$ cat config.mk
export PLATFORM = sky130hd
export DESIGN_NAME = bytes2bits_stream
export DESIGN_NICKNAME = d
export VERILOG_FILES = /design/src/rtl/bytes2bits_stream.sv
export SDC_FILE = /design/constraint.sdc
export NUM_CORES = 1
export LEC_CHECK = 0
export ABC_CLOCK_PERIOD_IN_PS = 2200
export BUFFER_PORTS_ARGS = -buffer_cell sky130_fd_sc_hd__buf_2
export CAP_MARGIN = 10
export CORE_ASPECT_RATIO = 1.75
export CORE_MARGIN = 4
export CORE_UTILIZATION = 30
export CTS_BUF_LIST = sky130_fd_sc_hd__clkbuf_2 sky130_fd_sc_hd__clkbuf_4 sky130_fd_sc_hd__clkbuf_8
export DETAILED_ROUTE_END_ITERATION = 10
export PLACE_DENSITY = 0.53
export SLEW_MARGIN = 20
export SYNTH_ARGS = -nofsm -noshare
export SYNTH_HDL_FRONTEND = slang
export SYNTH_SLANG_ARGS = --single-unit
$ cat constraint.sdc
create_clock -name clk_i -period 2.2 [get_ports clk_i]
set_input_delay 0.33 -clock clk_i [delete_from_list [all_inputs] [get_ports clk_i]]
set_output_delay 0.33 -clock clk_i [all_outputs]
set_load 0.03 [all_outputs]
$ cat src/rtl/bytes2bits_stream.sv
// Streaming byte-word to bit-beat serializer: one N_BYTES word in, BEATS beats of
// OUT_W bits out, LSB-first within each byte and byte 0 first.
module bytes2bits_stream #(
  parameter int N_BYTES = 4,
  parameter int OUT_W   = 1
) (
  input  logic                    clk_i,
  input  logic                    rst_i,
  input  logic [N_BYTES-1:0][7:0] bytes_i,
  input  logic                    in_valid_i,
  output logic                    in_ready_o,
  output logic [OUT_W-1:0]        bits_o,
  output logic                    out_valid_o,
  input  logic                    out_ready_i,
  output logic                    out_last_o,
  output logic                    busy_o
);

  localparam int WORD_W = N_BYTES * 8;
  localparam int BEATS  = WORD_W / OUT_W;
  localparam int CNT_W  = (BEATS > 1) ? $clog2(BEATS) : 1;
  localparam logic [CNT_W-1:0] LAST_CNT = CNT_W'(BEATS - 1);

  generate
    if (N_BYTES < 1 || OUT_W < 1 || (WORD_W % OUT_W) != 0) begin : gParamCheck
      $error("bytes2bits_stream: OUT_W must divide N_BYTES*8 and N_BYTES must be >= 1");
    end
  endgenerate

  typedef enum logic {IDLE, EMIT} state_t;

  state_t              r_state;
  state_t              w_stateNext;
  logic [WORD_W-1:0]   r_shift;
  logic [WORD_W-1:0]   w_shiftNext;
  logic [WORD_W-1:0]   w_shifted;
  logic [WORD_W-1:0]   w_flat;
  logic [CNT_W-1:0]    r_cnt;
  logic [CNT_W-1:0]    w_cntNext;
  logic                w_valid;
  logic                w_last;
  logic                w_inReady;
  logic                w_inHs;
  logic                w_outHs;

  assign w_flat = bytes_i;

  // With a single beat per word there is nothing left after the first beat.
  generate
    if (BEATS > 1) begin : gShift
      assign w_shifted = {{OUT_W{1'b0}}, r_shift[WORD_W-1:OUT_W]};
    end else begin : gNoShift
      assign w_shifted = '0;
    end
  endgenerate

  assign w_valid   = (r_state == EMIT);
  assign w_last    = w_valid && (r_cnt == LAST_CNT);
  assign w_inReady = !w_valid || (w_last && out_ready_i);
  assign w_inHs    = in_valid_i && w_inReady;
  assign w_outHs   = w_valid && out_ready_i;

  always_ff @(posedge clk_i or posedge rst_i) begin
    if (rst_i) begin
      r_state <= IDLE;
      r_shift <= '0;
      r_cnt   <= '0;
    end else begin
      r_state <= w_stateNext;
      r_shift <= w_shiftNext;
      r_cnt   <= w_cntNext;
    end
  end

  // A new word may load on the same edge that the last beat of the previous one leaves.
  always_comb begin
    w_stateNext = r_state;
    w_shiftNext = r_shift;
    w_cntNext   = r_cnt;
    case (r_state)
      IDLE: begin
        if (w_inHs) begin
          w_stateNext = EMIT;
          w_shiftNext = w_flat;
          w_cntNext   = '0;
        end
      end
      EMIT: begin
        if (w_outHs) begin
          if (w_last) begin
            w_cntNext = '0;
            if (w_inHs) begin
              w_stateNext = EMIT;
              w_shiftNext = w_flat;
            end else begin
              w_stateNext = IDLE;
              w_shiftNext = '0;
            end
          end else begin
            w_shiftNext = w_shifted;
            w_cntNext   = r_cnt + CNT_W'(1);
          end
        end
      end
      default: begin
        w_stateNext = IDLE;
        w_shiftNext = '0;
        w_cntNext   = '0;
      end
    endcase
  end

  assign in_ready_o  = w_inReady;
  assign bits_o      = r_shift[OUT_W-1:0];
  assign out_valid_o = w_valid;
  assign out_last_o  = w_last;
  assign busy_o      = w_valid;

endmodule

* After elaboration in Yosys (flattened, before gate mapping)
Index checks and enable logic that the tools add are counted.
Word-level totals: memories kept 0, bits in writable memories 0, bits in read-only memories 0, register bits after elaboration 38, bits in latches 0, logic and storage cells 28, bits of input ports 36, output and inout port bits 5
Cells by class: order comparisons 0, add/sub/neg operators 1, div/mod/pow operators 0, shift-type cells 0, multiply operators 0, multiplexer cells 13, reduce and logical (&&, ||, !) cells 7, bitwise operators 1, eq/ne operators 3
Operator list (number):
- $mux 32 | 4
- $pmux 32 s2 | 1
- $mux 5 | 3
- $pmux 5 s2 | 1
- $add 5x1->5 const B | 1
- $eq 5x5->1 const B | 1
- $logic_and 1x1->1 | 4
- $mux 1 | 3
- $ne 2x1->1 const B | 1
- $ne 2x2->1 const B | 1
- $pmux 1 s2 | 1
- $reduce_and 2->1 | 1
- $logic_not 1->1 | 1
- $logic_or 1x1->1 | 1
- $not 1->1 | 1

* Longest topological paths before layout
depth after elaboration 9, depth in mapped cells 8

* Least setup slack after synthesis
Ideal clock, no wire load.
kind register -> register, from reg r_cnt[0], to reg r_shift[18], setup slack 0.360 ns, stages on the path, launching flop included 9, period minus slack after synthesis 1.840 ns, arrival time 1.714 ns, library setup time 0.126 ns, path through dfrtp_1 ha_1 and3_1 ha_1 a21boi_2 nor2b_1 buf_6 buf_6 a221o_1
On the way: longest elaborated chain between the ends 9, elaborated cells between the ends (all ways) 11, those cells by class eq/ne: 2; mux: 4; reduce/logical: 5
RTL lines:
- from (decl) | line 38 | logic [CNT_W-1:0] r_cnt;
- from (signal assigned) | line 71 | r_cnt <= w_cntNext;
- $eq 5x5->1 * | line 58 | assign w_last = w_valid && (r_cnt == LAST_CNT);
- $logic_and 1x1->1 * | line 58
- $logic_and 1x1->1 | line 59 | assign w_inReady = !w_valid || (w_last && out_ready_i);
- $logic_or 1x1->1 | line 59
- $logic_and 1x1->1 | line 60 | assign w_inHs = in_valid_i && w_inReady;
- $mux 32 | line 92 | if (w_inHs) begin
- $mux 32 | line 90 | if (w_last) begin
- $mux 32 | line 89 | if (w_outHs) begin
- $pmux 32 s2 | line 80 | case (r_state)
- to (signal assigned) | line 70 | r_shift <= w_shiftNext;
- to (decl) | line 34 | logic [WORD_W-1:0] r_shift;
Mark *: on every way between the ends. The rest lies on a longest branch, timed or not. The select of a mux whose other input is x is not followed. A chain may end at the register's enable or synchronous reset.

* Worst setup path in the final report
from reg r_cnt[0], to out in_ready_o
On the way: longest elaborated chain between the ends 4
RTL lines:
- $eq 5x5->1 | line 58
- $logic_and 1x1->1 | line 58
- $logic_and 1x1->1 | line 59
- $logic_or 1x1->1 | line 59
- to (decl) | line 11 | output logic in_ready_o,
Every way passes these cells.

==> results.md <==
- Total GRT Usage: 0.121
- Post-synthesis cell area: 0.00178 mm^2
- Total I/O pin count: a little over 40
- Worst-Margin Slew: 490 ps
- F_max: 475 MHz
- Die X: 66.2 um
- Die area: 0.00727 mm^2
- # hold bufs at CTS: 0
- Final std cells w/o fill: between 200 and 300
- TritonRoute pass-1 iters: 4
- Final setup vio count: 0
- Critical path data arrival time: 1780 ps
- Inst Count DP: 247
- Final worst slack: 94.0 ps
- Initial core utilization: 0.313
- CTS tree: yes
- Post-CTS Setup Bufs: 0
- Final core utilization: 0.368
- WP buf/inv: 2
- WL/cell: 16.8 um
- Worst reg2reg path endpoint: r_shift[11]
- Post-cts resize count: 0
- Vias in the first global route: 1,455
- Fraction of registers with async set/reset: 1.00
- Total grt overflow: 0
- Layout Nets: 216
- Post-route cell area: 0.00209 mm^2
- Ratio of cells with drive above 1 in the final layout: 0.330
- Worst slew margin: 0.674
- Worst-path maximum fanout: 4
- TritonCTS Buffers: 5
- Crit path cell chain: ha_1, and3_1, ha_1, a21boi_2, inv_1, buf_2
- Antenna violations before repair: 0
- Routed vias/inst: roughly 5.3
- CP Launch Type: register
- Critical Path End Type: output pin
- Worst Reg-to-Reg Cells: 7
- Final worst path period share: 0.957
- Post-DP HPWL: approximately 2800 um
- CP Class: register to output pin
- Mapped Nets: 180
- Worst path max stage delay: 410 ps
- Status: finished clean
- Site Rows: 36
- Post-synth EDFFs: 0
- Worst-path clk slew: approximately 70 ps
- CP max stage cell: dfrtp_1
- CTS Buffer Depth: 2
- WP data required: 1870 ps
- RSZ-0062 raised after global routing: no
- H-Tree Depth: 2
- Count leader, synth: dfrtp_1
- Flop-to-flop setup slack: 190 ps
- Flops & latches, synth: 38
- Syn-to-layout area delta: 17.5%
- # DRC: 0
- Clk_lat worst skew: 280 ps
- Leak: 1.15 nW
- Inserted Diodes: 0
- Vias: 1,351
- Total stage count of the critical path: 6
- Largest net degree at the start of global routing: 39
- CP top delay family: adder cells
- Post-synthesis cell type count: 23
- CP dominant cell by count: ha_1
- VDD IR max: 0.376 mV
- PortBufs: 40
- Top cell type's share of synthesized area: 0.535
- Post-Place Worst Slack: 194 ps
- Core footprint: 0.00568 mm^2
- Fin. Hold Viols: 0
- Period minus WS final: ~2100 ps
- Antenna viol nets, final: 0
- Cell taking the most area after synthesis: dfrtp_1
- Yosys warns: 0
- Final hold slack: 150 ps
- Placed inst area: roughly 0.002 mm^2
- Final setup TNS: 0 ps
- Worst hold path type: primary input to async pin
- Max-Cap Viols: 0
- Pwr Density: 746 mW/mm^2
- DRT iter0 DRCs: just over 70
- Final Wtd Congestion: 0.761
- Mean Syn Cell Area: 12.5 um^2
- CTS Root Cell: clkbuf_8
- Commonest cells post-synth: 38 x dfrtp_1, 32 x and3_1, 31 x a221o_1, 8 x buf_6, 6 x buf_2
- Syn Inst Count: approximately 140
- Die H: between 100 and 150 um
- Pins over their slew limit: 0
- Worst Skew: 6.20 ps
- Final wirelength: roughly 4300 um
- Synth top area cells: dfrtp_1 53%, a221o_1 17%, and3_1 11%
- Power Total: roughly 1.6 mW
- Top FF cell, synth: dfrtp_1
- Clk sinks: 38
- Sequential fraction of the synthesis area: 0.535
- R2r startpoint: r_cnt[0]
- First-pass GRT wire length: 6820 um
-- cells in the final DEF, fill, tap and decap left out, types with 2 or more instances in the layout --
master and n:
nor2b_2 2, dfrtp_1 38, nand3_1 2, a32o_1 2, nand2_1 2, and3_1 32
a31oi_1 3, clkbuf_8 6, ha_1 2, buf_2 40, buf_4 5, inv_1 3
a221o_1 31
-- power breakdown --
part | switching, mW | internal, mW
Combinational | 0.103 | 0.118
Sequential | 0.0534 | 0.785
Clock | 0.234 | 0.265
-- routing by layer --
| metal | track usage | share of wire | wire length (um) | vias up |
|---|---|---|---|---|
| met1 | 0.142 | 0.40 | 1710 | 672 |
| met2 | 0.204 | 0.53 | 2250 | 42 |
| li1 | - | - | - | 631 |
| met5 | 0 | 0 | 0 | - |
| met3 | 0.0337 | 0.059 | 254 | 6 |
| met4 | 0.0523 | 0.015 | 63 | 0 |
-- tightest hold or removal path: stages --
cell and delay, ps:
buf_2 100, inv_1 40, buf_4 410
-- worst max path at each step --
stage / slack (ps) / from / to
2_1_floorplan: 360 / r_cnt[0] / r_shift[18]
3_3_place_gp: 270 / r_cnt[0] / r_shift[26]
3_5_place_dp: 190 / r_cnt[0] / r_shift[1]
4_1_cts: 80 / r_cnt[0] / in_ready_o
5_1_grt: 20 / r_cnt[0] / in_ready_o
6_report: 90 / r_cnt[0] / in_ready_o
-- flip-flops by register name, indices dropped and copies added, names as in the netlist --
name / flops
busy_o: 1
r_cnt: 5
r_shift: 32
-- cell type report --
cell class | instances | area (um^2)
Fill cell | 593 | 3590
Sequential cell | 38 | 951
Multi-Input combinational cell | 85 | 698
Timing Repair Buffer | 45 | 238
Tap cell | 76 | 95.1
Clock buffer | 7 | 90.1
Inverter | 3 | 11.3
Clock inverter | 1 | 5.00
-- logic make-up after synthesis --
kind of cell    count (synthesis)  share of synthesized area
flops                          38                      0.535
compound gates                 40                      0.214
buf+inv                        19                     0.0802
simple gates                   41                      0.141
mux                             2                     0.0162
fa+ha+maj                       2                     0.0141
(Power assumes the default switching activity.)
